<file path="src/rtl/sdram_wr_pkg.sv">
// Shared types for the SDRAM pixel write combiner: FSM states, bus widths, FIFO entry.
package sdram_wr_pkg;

  localparam int ADDR_W = 24;
  localparam int DATA_W = 16;

  typedef enum logic [2:0] {
    ST_IDLE,
    ST_SCAN,
    ST_REQ,
    ST_DATA,
    ST_WAIT_DONE
  } state_t;

  // cont marks an entry that directly follows the previous push in the same page
  typedef struct packed {
    logic              cont;
    logic [ADDR_W-1:0] addr;
    logic [DATA_W-1:0] data;
  } entry_t;

endpackage

</file>
<file path="src/rtl/sync_fifo_scan.sv">
// Register-array FIFO with show-ahead head and a second read port that peeks
// the cont flag at an offset from the head, used to size bursts.
module sync_fifo_scan
  import sdram_wr_pkg::*;
#(
  parameter int AW = 4
) (
  input  logic              clk,
  input  logic              rst,
  input  logic              push,
  input  entry_t            push_entry,
  input  logic              pop,
  input  logic [AW:0]       scan_off,
  output logic [ADDR_W-1:0] head_addr,
  output logic [DATA_W-1:0] head_data,
  output logic              scan_cont,
  output logic [AW:0]       count,
  output logic              full,
  output logic              empty
);

  entry_t      mem [2**AW];
  logic [AW:0] wr_ptr, rd_ptr, scan_ptr;
  logic        do_pop;

  assign do_pop   = pop && !empty;
  assign count    = wr_ptr - rd_ptr;
  assign empty    = (wr_ptr == rd_ptr);
  assign full     = (wr_ptr[AW] != rd_ptr[AW]) && (wr_ptr[AW-1:0] == rd_ptr[AW-1:0]);
  assign scan_ptr = rd_ptr + scan_off;

  assign head_addr = mem[rd_ptr[AW-1:0]].addr;
  assign head_data = mem[rd_ptr[AW-1:0]].data;
  assign scan_cont = mem[scan_ptr[AW-1:0]].cont;

  // storage write; contents need no reset since pointers gate visibility
  always_ff @(posedge clk) begin
    if (push && !full) mem[wr_ptr[AW-1:0]] <= push_entry;
  end

  // pointer update; the extra MSB distinguishes full from empty
  always_ff @(posedge clk) begin
    if (rst) begin
      wr_ptr <= '0;
      rd_ptr <= '0;
    end else begin
      if (push && !full) wr_ptr <= wr_ptr + 1'b1;
      if (do_pop)        rd_ptr <= rd_ptr + 1'b1;
    end
  end

endmodule

</file>
<file path="src/rtl/sdram_pixel_write_combiner.sv">
// Buffers single-pixel writes and merges runs of consecutive addresses into
// SDRAM bursts of up to BURST_MAX words, never crossing a page.
module sdram_pixel_write_combiner
  import sdram_wr_pkg::*;
#(
  parameter int FIFO_AW   = 4,
  parameter int BURST_MAX = 8,
  parameter int PAGE_AW   = 8,
  parameter int TIMEOUT   = 64
) (
  input  logic              clk,
  input  logic              rst,
  input  logic              s_valid,
  output logic              s_ready,
  input  logic [ADDR_W-1:0] s_addr,
  input  logic [DATA_W-1:0] s_data,
  input  logic              flush,
  output logic              idle,
  output logic              m_req,
  input  logic              m_gnt,
  output logic [ADDR_W-1:0] m_addr,
  output logic [FIFO_AW:0]  m_len,
  input  logic              m_data_req,
  output logic [DATA_W-1:0] m_data,
  input  logic              m_done,
  output logic              overflow
);

  localparam int TW = $clog2(TIMEOUT + 1);
  localparam logic [FIFO_AW:0] BMAX = (FIFO_AW+1)'(BURST_MAX);
  localparam logic [TW-1:0]    TMAX = TW'(TIMEOUT);

  state_t              state, state_nx;
  logic                push_req, wr_en, pop;
  logic                full, empty, scan_cont, scan_grow;
  logic [FIFO_AW:0]    count, scan_len, rem;
  logic [ADDR_W-1:0]   head_addr, last_addr;
  logic [DATA_W-1:0]   head_data;
  logic                have_last, cont_in, flush_pending;
  logic [TW-1:0]       timer;
  entry_t              push_entry;

  // a new handshake opens only while s_ready is low; full FIFO makes it wait
  assign push_req = s_valid && !s_ready;
  assign wr_en    = push_req && !full;

  assign cont_in = have_last && (s_addr == last_addr + ADDR_W'(1)) &&
                   (s_addr[PAGE_AW-1:0] != '0);
  assign push_entry = '{cont: cont_in, addr: s_addr, data: s_data};

  assign idle   = empty && (state == ST_IDLE);
  assign m_data = empty ? '0 : head_data;

  sync_fifo_scan #(.AW(FIFO_AW)) u_fifo (
    .clk        (clk),
    .rst        (rst),
    .push       (wr_en),
    .push_entry (push_entry),
    .pop        (pop),
    .scan_off   (scan_len),
    .head_addr  (head_addr),
    .head_data  (head_data),
    .scan_cont  (scan_cont),
    .count      (count),
    .full       (full),
    .empty      (empty)
  );

  // four-phase acknowledge: rise after the push, fall once s_valid is seen low
  always_ff @(posedge clk) begin
    if (rst)            s_ready <= 1'b0;
    else if (wr_en)     s_ready <= 1'b1;
    else if (!s_valid)  s_ready <= 1'b0;
  end

  // remember the previous pushed address for contiguity detection
  always_ff @(posedge clk) begin
    if (rst) begin
      last_addr <= '0;
      have_last <= 1'b0;
    end else if (wr_en) begin
      last_addr <= s_addr;
      have_last <= 1'b1;
    end
  end

  // inactivity timer forcing out partial bursts
  always_ff @(posedge clk) begin
    if (rst)                  timer <= '0;
    else if (wr_en || empty)  timer <= '0;
    else if (timer != TMAX)   timer <= timer + 1'b1;
  end

  // flush request held until everything has drained; a new flush wins
  always_ff @(posedge clk) begin
    if (rst)        flush_pending <= 1'b0;
    else if (flush) flush_pending <= 1'b1;
    else if (idle)  flush_pending <= 1'b0;
  end

  // sticky error flag; the handshake gating should keep this at zero
  always_ff @(posedge clk) begin
    if (rst)               overflow <= 1'b0;
    else if (wr_en && full) overflow <= 1'b1;
  end

  // the burst can extend while the next entry exists, is contiguous and fits
  assign scan_grow = (scan_len < count) && (scan_len < BMAX) && scan_cont;

  // FSM state register
  always_ff @(posedge clk) begin
    if (rst) state <= ST_IDLE;
    else     state <= state_nx;
  end

  // FSM next-state logic
  always_comb begin
    state_nx = state;
    case (state)
      ST_IDLE:
        if (count >= BMAX ||
            (count != '0 && (timer == TMAX || flush_pending))) state_nx = ST_SCAN;
      ST_SCAN:      if (!scan_grow)               state_nx = ST_REQ;
      ST_REQ:       if (m_gnt)                    state_nx = ST_DATA;
      ST_DATA:      if (pop && rem == 1)          state_nx = ST_WAIT_DONE;
      ST_WAIT_DONE: if (m_done)                   state_nx = ST_IDLE;
      default:                                    state_nx = ST_IDLE;
    endcase
  end

  // FSM outputs: request strobe and pop gating (extra data requests ignored)
  always_comb begin
    m_req = (state == ST_REQ);
    pop   = (state == ST_DATA) && m_data_req && (rem != '0);
  end

  // burst bookkeeping: scan length, latched address/length, words remaining
  always_ff @(posedge clk) begin
    if (rst) begin
      scan_len <= '0;
      m_addr   <= '0;
      m_len    <= '0;
      rem      <= '0;
    end else begin
      case (state)
        ST_IDLE: scan_len <= (FIFO_AW+1)'(1);
        ST_SCAN:
          if (scan_grow) scan_len <= scan_len + 1'b1;
          else begin
            m_addr <= head_addr;
            m_len  <= scan_len;
          end
        ST_REQ:  if (m_gnt) rem <= m_len;
        ST_DATA: if (pop)   rem <= rem - 1'b1;
        default: ;
      endcase
    end
  end

endmodule

</file>
<file path="config.mk">
export PLATFORM = sky130hd
export DESIGN_NAME = sdram_pixel_write_combiner
export DESIGN_NICKNAME = d
export VERILOG_FILES = /design/src/rtl/sdram_wr_pkg.sv /design/src/rtl/sync_fifo_scan.sv /design/src/rtl/sdram_pixel_write_combiner.sv
export SDC_FILE = /design/constraint.sdc
export NUM_CORES = 1
export LEC_CHECK = 0
export ABC_AREA = 0
export CAP_MARGIN = 20
export CORE_UTILIZATION = 65
export CTS_CLUSTER_DIAMETER = 150
export DETAILED_ROUTE_END_ITERATION = 8
export DONT_BUFFER_PORTS = 1
export PLACE_DENSITY = 0.81
export SYNTH_ARGS = -nofsm -noshare
export SYNTH_HDL_FRONTEND = slang
export SYNTH_SLANG_ARGS = --single-unit
</file>
<file path="constraint.sdc">
create_clock -name clk -period 16.6 [get_ports clk]
set_clock_uncertainty 0.2 [all_clocks]
set_input_delay 4.98 -clock clk [delete_from_list [all_inputs] [get_ports clk]]
set_output_delay 4.98 -clock clk [all_outputs]
set_load 0.03 [all_outputs]
</file>
==> Word level (Yosys, flattened, before mapping) <==
Memory sizes are Yosys's and may differ from the RTL's. A register that Yosys moved wholly into a read port is not among the register bits.
Cells that the tools add are included.
W data, S select, Z words.
{ "word_totals": {"reg_bits": 87, "ram_bits": 656, "input_bits": 47, "out_inout_bits": 49, "wordCells": 98, "n_memories": 1} }
{ "op_classes": {"add_sub_neg": 8, "n_lt_le_gt_ge": 3, "eq_ne": 19, "muxes": 20, "n_bitwise": 1, "n_reduce_logical": 33} }
{ "memory_table": {"columns": ["memory", "words", "word_bits", "read_ports", "rd_ports_with_merged_regs", "write_ports", "line", "text"], "rows": [
  ["u_fifo.mem", 16, 41, 2, 1, 1, "sync_fifo_scan.sv:22", "entry_t mem [2**AW];"]
]} }
{ "op_table": {"columns": ["operator", "n"], "rows": [
  ["$add A24 B1 Y24 const B", 1],
  ["$eq A24 B24 Y1", 1],
  ["$pmux W5 S2", 2],
  ["$mux W16", 1],
  ["$add A5 B1 Y5 const B", 3],
  ["$logic_and A1 B1 Y1", 15],
  ["$mux W3", 5],
  ["$mux W5", 3],
  ["$pmux W3 S5", 1],
  ["$ne A2 B2 Y1 const B", 5],
  ["$reduce_bool A5 Y1", 2],
  ["$mux W4", 2],
  ["$reduce_bool A8 Y1", 1],
  ["$add A7 B1 Y7 const B", 1],
  ["$eq A7 B7 Y1 const B", 1],
  ["$ne A7 B7 Y1 const B", 1],
  ["$eq A3 B2 Y1 const B", 2],
  ["$mux W1", 6],
  ["$ne A2 B1 Y1 const B", 3],
  ["$reduce_bool A2 Y1", 3],
  ["$eq A5 B1 Y1 const B", 1],
  ["$eq A5 B5 Y1", 1],
  ["$ge A5 B4 Y1 const B", 1],
  ["$lt A5 B4 Y1 const B", 1],
  ["other kinds (16)", 21]
]} }

==> Depth between registers and ports, before layout <==
{ "logic_depth": {"ltp_word": 7, "depth_mapped": 13} }

==> Hierarchy <==
From an unflattened synthesis, not the netlist that was laid out.
{ "hier_totals": {"hier_cells": 1530, "area_unflattened_um2": 29811.1} }
{ "modules_own_cells": {"columns": ["module", "n_inst", "cells_each", "area_per_inst_um2", "seq_area_each_um2"], "rows": [
  ["sync_fifo_scan", 1, 1020, 25683.4, 19979.2],
  ["sdram_pixel_write_combiner", 1, 510, 4127.7, 1541.5]
]} }

==> Worst setup path before layout <==
OpenSTA, ideal clock, no wires.
{ "synth_timing": {"path_kind": "input -> register", "start": "input port s_valid", "end": "memory u_fifo.mem[0][0] (netlist name), enable pin", "setup_ns": 0.490, "t_arrival_ns": 8.551, "setup_slack_ns": 7.359, "cell_stages": 5, "path_buffers": 2, "cell_sequence": "and3b_1 -> clkbuf_1 -> clkbuf_1 -> nand2_1 -> nor3_1"} }
{ "synth_between": {"elab_chain_len": 5} }
{ "synth_lines": {"columns": ["element", "line", "text"], "rows": [
  ["start: declaration", "sdram_pixel_write_combiner.sv:13", "input logic s_valid,"],
  ["$logic_and A1 B1 Y1", "sdram_pixel_write_combiner.sv:44", "assign push_req = s_valid && !s_ready;"],
  ["$logic_and A1 B1 Y1", "sdram_pixel_write_combiner.sv:45", "assign wr_en = push_req && !full;"],
  ["$logic_and A1 B1 Y1", "sync_fifo_scan.sv:38", "if (push && !full) mem[wr_ptr[AW-1:0]] <= push_entry;"],
  ["$mux W1", "sync_fifo_scan.sv:38", null],
  ["$mux W1 (not written as such)", "sync_fifo_scan.sv:38", null],
  ["end: declaration", "sync_fifo_scan.sv:22", null]
]} }
Every way passes these cells.

==> run_results.csv <==
group,metric,value,unit
worst_setup_path,timing.rr.start,"scan_len[0]",
synth,syn_area,29500,sq um
routing,wl_per_cell,31.0,um
worst_setup_path,cp.required,11420,ps
clocking,postCtsHoldBufs,0,
placed_design,placed_cells,2065,
timing,rsz0062_at_grt,"false",
routing,vias_per_cell,6.91,
layout,drive_gt1_share,23.3,%
timing,fin_crit,9440,ps
clocking,cts_buffers,72,
clocking,cts.clk_slew.worst_paths,60,ps
layout,seqCellArea,21500,sq um
clocking,cts.htree.levels,3,
clocking,cts_resized,0,
synth,yosysMostFrequentCell,"edfxtp_1",
grt,grt_pass1_vias,15691,
grt,grt_overflow,0,
routing,dr_wl_met2,35.1,mm
min_path,whs_path_depth,2,
grt,antenna_found_initial,0,
routing,dr.pass1.iters,5,
timing,finalSetupTns,0,ps
clocking,insertion_delay,600,ps
floorplan,die_h,215,um
synth,synth-seq-cells,747,
synth,ys_seq_area_share,72.9,%
routing,met3_length,6.35,mm
floorplan,start_util,66.3,%
layout,synthToLayoutAreaGrowth,11.1,%
synth,synth_nets,1588,
placed_design,io_buffers,0,
clocking,cts_tree,"built",
synth,async_flop_share,0,%
timing,drv_slew,0,
synth,synthTopCellsByArea,"edfxtp_1, mux4_2, dfxtp_1, mux2i_1, nor2_1",
routing,drt_wl_total,68.1,mm
power_and_ir_drop,ir_drop,0.000102,V
job,cap_violations,0,
timing,setup_viol,0,
worst_setup_path,path_class,"reg2out",
routing,routedLengthMet1,24.5,mm
worst_setup_path,reg2reg_depth,11,
clocking,clk_path_buf_depth,3,
floorplan,top_level_ports,96,
worst_setup_path,crit_fanout,65,
grt,grt_max_degree,121,
layout,n_antenna_cell,0,
floorplan,dieArea,46300,sq um
floorplan,die_w,215,um
floorplan,design.core.area,44500,sq um
min_path,worstHoldEndpoint,"have_last",
synth,synth_top_area_cell,"edfxtp_1",
placed_design,dp_hpwl,34.2,mm
layout,fin_cells,2195,
clocking,cts_setup_buffers,0,
synth,synth_top_cells_by_count,"edfxtp_1, mux4_2, dfxtp_1, nor2_1, nand2_1",
clocking,clock_sinks,747,
layout,nets,1618,
placed_design,routabilityCongestion,0.840,
timing,period_share,56.9,%
timing,finalHoldViolCount,0,
synth,postSynthAreaPerCell,19.5,sq um
worst_setup_path,start_kind,"flip-flop",
worst_setup_path,worstPathArrival,4260,ps
routing,num_vias,15157,
min_path,hold_class,"reg2reg",
power_and_ir_drop,leakagePower,10.1,nW
floorplan,core.rowCount,77,
worst_setup_path,cp-end-kind,"output pin",
grt,grt_pass1_wl,101,mm
routing,routed.top_layer,"met4",
synth,synthCells,1518,
power_and_ir_drop,p_per_area,123,nW/um^2
clocking,clock-root-buffer,"clkbuf_16",
layout,multi_input_area,7730,sq um
timing,slew_headroom,31.8,%
worst_setup_path,r2r_end,"m_addr[3]",
timing,worst_pin_slew,1020,ps
timing,max_freq,106,MHz
routing,drt.antenna.violating_nets,0,
synth,synth_edf_count,656,
synth,synth_top_area_share,66.7,%
routing,drt_iter0_markers,1745,
min_path,holdCritStartpoint,"have_last",
routing,drc,0,
synth,synthDistinctLibCells,60,
synth,synthFlopType,"edfxtp_1",
status,status,"completed",
worst_setup_path,r2r_slack,12090,ps
grt,grt_usage,30.2,%
synth,ys_warn_count,0,
layout,num-fill-cells,2352,
cell usage in the layout, fill, tap and decap left out, drive strengths merged, types with 17 or more instances in the layout:
cell type / n
a21oi: 40
buf: 29
clkbuf: 90
clkinv: 18
dfxtp: 91
edfxtp: 656
ha: 21
inv: 22
mux2i: 35
mux4: 204
nand2: 79
nor2: 86
nor2b: 18
nor3: 20
xnor2: 32
xor2: 17
power breakdown:
| part | switching [mW] | total (mW) | internal [mW] |
|---|---|---|---|
| sequential | 0.0513 | 2.13 | 2.08 |
| combinational | 0.105 | 0.169 | 0.0638 |
| clock | 0.696 | 1.74 | 1.04 |
sequential cells by signal, indices dropped and copies added (netlist names), named ones only:
register,cells
u_fifo.rd_ptr,5
scan_len,5
rem,5
last_addr,24
timer,7
m_len,5
s_ready,1
m_addr,24
u_fifo.mem,656
flush_pending,1
u_fifo.wr_ptr,5
overflow,1
have_last,1
state,3
layer usage:
| layer | GRT usage [%] | vias up |
|---|---|---|
| li1 | - | 6185 |
| met1 | 39.6 | 7838 |
| met2 | 50.6 | 976 |
| met3 | 6.37 | 158 |
| met4 | 11.2 | 0 |
| met5 | 0 | - |
area by class of cell:
| cell class | instances | area share (%) |
|---|---|---|
| clock buffer | 90 | 5.97 |
| timing repair buffer | 29 | 0.724 |
| multi-input combinational | 680 | 23.6 |
| tap | 592 | 2.26 |
| clock inverter | 39 | 1.67 |
| inverter | 18 | 0.206 |
| sequential | 747 | 65.6 |
through the flow:
stage / power [mW] / hold WS, ps / utilization (%) / instance area, sq um / setup WS, ps
detailed placement: 2.33 / 266 / 68.1 / 30300 / 7810
finish: 4.04 / 287 / 73.7 / 32800 / 7160
global route: 4.13 / 306 / 73.7 / 32800 / 7060
CTS: 4.05 / 283 / 73.7 / 32800 / 7140
floorplan: 2.29 / 240 / - / 29500 / 7360
global placement: 2.32 / 251 / 68.1 / 30300 / 7860
cells by family (layout without fill, tap and decap cells):
group	Yosys count	in the layout	synth area share [%]
buffers and inverters	91	176	1.32
xor gates and xnor gates	49	49	1.48
adders and majority gates	23	23	1.03
muxes	240	240	16.8
DFF	747	747	72.9
AOI/OAI and AO/OA	91	91	1.94
and+or+nand+nor	277	277	4.58
how the worst max path moves through the flow:
stage / startpoint / end / slack (ps) / depth (start not counted)
after floorplan: s_valid / u_fifo.mem[0][0] / 7360 / 5
after global placement: flip-flop / m_data[10] / 7860 / 5
after detailed placement: flip-flop / m_data[14] / 7810 / 5
after CTS: flip-flop / m_data[10] / 7140 / 5
after global routing: flip-flop / m_data[10] / 7060 / 5
final: flip-flop / m_data[10] / 7160 / 5
critical path, stage by stage, from the launching register on:
cell and delay [ps]:
dfxtp_4 710, buf_4 800, buf_4 830, mux4_2 450, mux4_2 480, nor2b_1 260
(Power assumes the default switching activity.)
